**src/rtl/mem_bus_ctrl.sv**
```systemverilog
// Memory bus controller: converts decoder mem_rd/mem_wr strobes into a req/ack bus cycle and stalls the decoder.
// Optional feature: define MEM_BUS_WRITE_POST_EN for posted (non-stalling) writes.
module mem_bus_ctrl #(
  parameter int ADDR_W  = 16,
  parameter int DATA_W  = 16,
  parameter int TIMEOUT = 15
) (
  input  logic              i_clk,
  input  logic              i_rst,
  input  logic              i_mem_rd,
  input  logic              i_mem_wr,
  input  logic [ADDR_W-1:0] i_addr,
  input  logic [DATA_W-1:0] i_wdata,
  output logic [DATA_W-1:0] o_rdata,
  output logic              o_stall,
  output logic              o_bus_err,
  output logic              o_bus_req,
  output logic              o_bus_we,
  output logic [ADDR_W-1:0] o_bus_addr,
  output logic [DATA_W-1:0] o_bus_wdata,
  input  logic              i_bus_ack,
  input  logic [DATA_W-1:0] i_bus_rdata
);

  typedef enum logic [1:0] {
    IDLE = 2'd0,
    REQ  = 2'd1,
    DONE = 2'd2
  } state_e;

  localparam logic [7:0] CntLast = 8'(TIMEOUT - 1);

  state_e              state_q, state_d;
  logic                req_q, req_d;
  logic                we_q, we_d;
  logic [ADDR_W-1:0]   addr_q, addr_d;
  logic [DATA_W-1:0]   wdata_q, wdata_d;
  logic [DATA_W-1:0]   rdata_q, rdata_d;
  logic                err_q, err_d;
  logic [7:0]          cnt_q, cnt_d;
  logic                stall;
  logic                anyReq;
  logic                illegalReq;
`ifdef MEM_BUS_WRITE_POST_EN
  logic                post_q, post_d;
`endif

  assign anyReq     = i_mem_rd | i_mem_wr;
  assign illegalReq = i_mem_rd & i_mem_wr;

  always_comb begin
    state_d = state_q;
    req_d   = req_q;
    we_d    = we_q;
    addr_d  = addr_q;
    wdata_d = wdata_q;
    rdata_d = rdata_q;
    err_d   = 1'b0;
    cnt_d   = cnt_q;
    stall   = 1'b0;
`ifdef MEM_BUS_WRITE_POST_EN
    post_d  = post_q;
`endif
    case (state_q)
      IDLE: begin
        if (illegalReq) begin
          err_d = 1'b1;
        end else if (anyReq) begin
          addr_d  = i_addr;
          wdata_d = i_wdata;
          we_d    = i_mem_wr;
          req_d   = 1'b1;
          cnt_d   = 8'd0;
          state_d = REQ;
          stall   = 1'b1;
`ifdef MEM_BUS_WRITE_POST_EN
          // A posted write lets the decoder run on while the bus cycle finishes.
          if (i_mem_wr) begin
            stall  = 1'b0;
            post_d = 1'b1;
          end
`endif
        end
      end
      REQ: begin
        stall = 1'b1;
`ifdef MEM_BUS_WRITE_POST_EN
        if (post_q) stall = anyReq;
`endif
        if (i_bus_ack) begin
          req_d   = 1'b0;
          cnt_d   = 8'd0;
          state_d = DONE;
          if (!we_q) rdata_d = i_bus_rdata;
`ifdef MEM_BUS_WRITE_POST_EN
          if (post_q) begin
            state_d = IDLE;
            post_d  = 1'b0;
          end
`endif
        end else if (cnt_q == CntLast) begin
          req_d   = 1'b0;
          err_d   = 1'b1;
          cnt_d   = 8'd0;
          state_d = DONE;
          rdata_d = '1;
`ifdef MEM_BUS_WRITE_POST_EN
          if (post_q) begin
            state_d = IDLE;
            post_d  = 1'b0;
            rdata_d = rdata_q;
          end
`endif
        end else begin
          cnt_d = cnt_q + 8'd1;
        end
      end
      DONE: begin
        // The request still visible here is the one just completed; never restart it.
        cnt_d   = 8'd0;
        state_d = IDLE;
      end
      default: begin
        state_d = IDLE;
      end
    endcase
  end

  always_ff @(posedge i_clk) begin
    if (i_rst) begin
      state_q <= IDLE;
      req_q   <= 1'b0;
      we_q    <= 1'b0;
      addr_q  <= '0;
      wdata_q <= '0;
      rdata_q <= '0;
      err_q   <= 1'b0;
      cnt_q   <= 8'd0;
`ifdef MEM_BUS_WRITE_POST_EN
      post_q  <= 1'b0;
`endif
    end else begin
      state_q <= state_d;
      req_q   <= req_d;
      we_q    <= we_d;
      addr_q  <= addr_d;
      wdata_q <= wdata_d;
      rdata_q <= rdata_d;
      err_q   <= err_d;
      cnt_q   <= cnt_d;
`ifdef MEM_BUS_WRITE_POST_EN
      post_q  <= post_d;
`endif
    end
  end

  assign o_rdata     = rdata_q;
  assign o_stall     = stall;
  assign o_bus_err   = err_q;
  assign o_bus_req   = req_q;
  assign o_bus_we    = we_q;
  assign o_bus_addr  = addr_q;
  assign o_bus_wdata = wdata_q;

endmodule
```
**config.mk**
```make
export PLATFORM = sky130hd
export DESIGN_NAME = mem_bus_ctrl
export DESIGN_NICKNAME = d
export VERILOG_FILES = /design/src/rtl/mem_bus_ctrl.sv
export SDC_FILE = /design/constraint.sdc
export NUM_CORES = 1
export LEC_CHECK = 0
export BUFFER_PORTS_ARGS = -buffer_cell sky130_fd_sc_hd__buf_2
export CAP_MARGIN = 25
export CORE_ASPECT_RATIO = 2
export CORE_MARGIN = 5
export CORE_UTILIZATION = 42
export DETAILED_ROUTE_END_ITERATION = 12
export PLACE_DENSITY = 0.82
export REMOVE_ABC_BUFFERS = 1
export SYNTH_ARGS = -nofsm -noshare
export SYNTH_HDL_FRONTEND = slang
export SYNTH_SLANG_ARGS = --single-unit
```
**constraint.sdc**
```tcl
create_clock -name i_clk -period 1.5 [get_ports i_clk]
set_input_delay 0.3 -clock i_clk [delete_from_list [all_inputs] [get_ports i_clk]]
set_output_delay 0.3 -clock i_clk [all_outputs]
set_load 0.005 [all_outputs]
```
==> metrics.csv <==
metric;value;unit
worst-margin pin slew;0.473;ns
Hold Path Class;primary input to register;
synthesized flop and latch total;61;
placed insts;456;
Clock Latency Late Sink;0.32;ns
DRT Pass-1 Iters;6;
final wirelength;6860;um
grt ovf;0;
Worst EP arrival;1.75;ns
post-DR vias/cell;5.02;
layout cells sized above 1;0.403;
crit-path leading delay family;compound AO/OA/AOI/OAI gates;
Layout area overhead;41.8;%
register area share after synthesis;0.504;
Root Driver;clkbuf_16;
Pins Over Slew Limit;0;
Final nets;464;
Syn Area/Cell;8.47;sq um
largest vdd supply drop;0.00101;V
Mapped Area;2420;sq um
gpl congestion;0.843;
final hold vios;0;
Net Sw Power;1.04;mW
PD cells;1230;nW/um^2
Tcrit/Tclk final;1.02;
Gate power share;0.163;
CP Data Required Time;1.73;ns
Hold Path Sink;o_bus_wdata[2]$_SDFFE_PP0P_;
Core Util, Final;0.607;
worst r2r src;cnt_q[0]$_SDFFE_PP0P_;
GRT Resource Usage Total;0.187;
highest fanout seen on the critical path;16;
R2R cell count;6;
core area;5660;sq um
Synth Instances;286;
fin worst setup slack;-0.0243;ns
PortBufs;104;
Critical Path Start Type;register;
Post-synth EDFFs;0;
# diodes;0;
# rows;39;
Final setup viols;3;
setup_tns;-0.0422;ns
first-pass GRT wire length;10900;um
Worst-path clk slew;0.05;ns
Worst Skew;0.00297;ns
predominant post-synthesis flop cell;dfxtp_1;
DRC;0;
Cell variety after synth;40;
Num CTS Buffers;9;
initial antenna violation count;0;
Antenna Nets Post-Route;0;
die width;63.7;um
Seq pwr share;0.431;
internal power;3.18;mW
Max-slew headroom;0.684;
Clock Path Buffers;2;
Max Freq;656;MHz
critical path's largest stage delay;0.32;ns
RSZ-0062 raised after global routing;yes;
Syn. warnings;0;
leakage power figure;1.59;nW
Crit Path Class;register to register;
CTS tree;done;
reg-to-reg setup timing slack;-0.02;ns
clock share of power;0.406;
Async S/R FF share, synth;0;
Initial DRC Count;46;
Starting Density;0.428;
Worst setup startpoint;cnt_q[0]$_SDFFE_PP0P_;
largest net degree at the start of global routing;34;
H-Tree Depth;3;
Max-Cap Viols;0;
number of global-route vias before repair;2426;
clk sinks;61;
Crit. End Element;register;
die height;117;um
final instance count without filler cells;468;
CP Buf/Inv Count;1;
CP max-delay cell;dfxtp_2;
half-perimeter wire length after placement;5090;um
I/O pins;105;
vias;2350;
Final min period;1.52;ns
HP Start;i_wdata[2];
CP cell instances;inv_2, ha_4, nand4b_1, nor4_4, a21boi_4, a211oi_1;
Overall Power;4.22;mW
status;finished with violations;
Min-Delay Path Depth;3;
Switching Share;0.246;
DR WL/cell;14.7;um
die area;7480;sq um
failing checks;setup timing;
Reg2Reg Capture Point;o_rdata[10]$_SDFFE_PP0P_;
-- worst min-delay path, cell delays in order --
cell and delay [ns]:
buf_2 0.09, nand2_1 0.04, a21oi_1 0.05
-- layer usage --
metal / track usage / vias up / routed length, um
met5: 0 / - / 0
met4: 0.105 / 0 / 230
met3: 0.0545 / 16 / 298
met2: 0.351 / 68 / 4070
met1: 0.168 / 1083 / 2260
li1: - / 1183 / -
-- cells in the final DEF (no fill, tap or decap), types with 4 or more instances in the layout --
| master | count |
|---|---|
| clkbuf_16 | 9 |
| nor2_1 | 22 |
| buf_2 | 104 |
| dfxtp_2 | 4 |
| inv_1 | 18 |
| a21oi_1 | 35 |
| nand2_1 | 72 |
| buf_4 | 18 |
| nor2_2 | 5 |
| a211oi_1 | 14 |
| dfxtp_1 | 57 |
| xor2_1 | 4 |
-- Yosys cell counts, drive strengths merged (2+ instances only) --
cell type | count | area [sq um]
a211oi | 17 | 133
nand2 | 72 | 270
o21ai | 2 | 21.3
and2 | 2 | 12.5
clkbuf | 9 | 43.8
o2111ai | 2 | 17.5
dfxtp | 61 | 1220
xor2 | 4 | 35.0
a21boi | 2 | 18.8
or4 | 2 | 15.0
nor2 | 28 | 113
a21oi | 37 | 185
ha | 4 | 50.1
o31ai | 2 | 15.0
inv | 19 | 71.3
buf | 7 | 42.5
nor3b | 2 | 20.0
-- area by class of cell --
type                            count  area, sq um
Sequential cell                    61         1230
Fill cell                         486         2220
Tap cell                           61         76.3
Timing Repair Buffer              126          709
Inverter                           19         71.3
Clock buffer                       11          243
Multi-Input combinational cell    190         1110
-- worst max path at each step --
stage | to | slack, ns | cells past startpoint
floorplan | o_bus_addr[0]$_SDFFE_PP0P_ | -0.03 | 5
global placement | o_rdata[7]$_SDFFE_PP0P_ | -0.14 | 6
detailed placement | o_rdata[10]$_SDFFE_PP0P_ | -0.23 | 6
CTS | o_rdata[10]$_SDFFE_PP0P_ | -0.06 | 6
global route | o_bus_req$_SDFFE_PP0P_ | -0.12 | 7
finish | o_rdata[10]$_SDFFE_PP0P_ | -0.02 | 6
-- state kept, by name, summed over array words and instances, names as in the netlist --
name,cells
o_bus_we,1
o_bus_err,1
o_rdata,16
cnt_q,8
o_bus_req,1
o_bus_addr,16
state_q,2
o_bus_wdata,16
-- power groups by stage --
stage	sequential, mW	combinational (mW)	clock, mW
floorplan	1.85	0.283	0
global placement	1.83	0.635	0
detailed placement	1.84	0.653	0
CTS	1.81	0.666	1.75
global route	1.83	0.762	1.82
finish	1.82	0.690	1.71
-- timing repair --
action                                  4_1_cts  5_1_grt
resized for setup                             3       21
pin swaps                                     0        8
endpoints found under the setup margin       18       57
setup buffers                                 1        1
hold buffers                                  0        0
-- stage by stage --
step | hold slack, ns | area (sq um) | setup WS [ns]
global route | 0.214 | 3440 | -0.124
global placement | 0.438 | 3100 | -0.142
CTS | 0.203 | 3370 | -0.0614
detailed placement | 0.440 | 3100 | -0.230
floorplan | 0.369 | 2340 | -0.0327
finish | 0.212 | 3440 | -0.0243
-- cell families after synthesis --
group / count (synthesis) / synth area share
AOI/OAI and AO/OA: 67 / 0.184
xor gates and xnor gates: 5 / 0.0181
adders and majority gates: 4 / 0.0207
buffers and inverters: 35 / 0.0650
DFF: 61 / 0.504
and+or+nand+nor: 114 / 0.209
No activity file was read; power rests on OpenSTA's default activity.
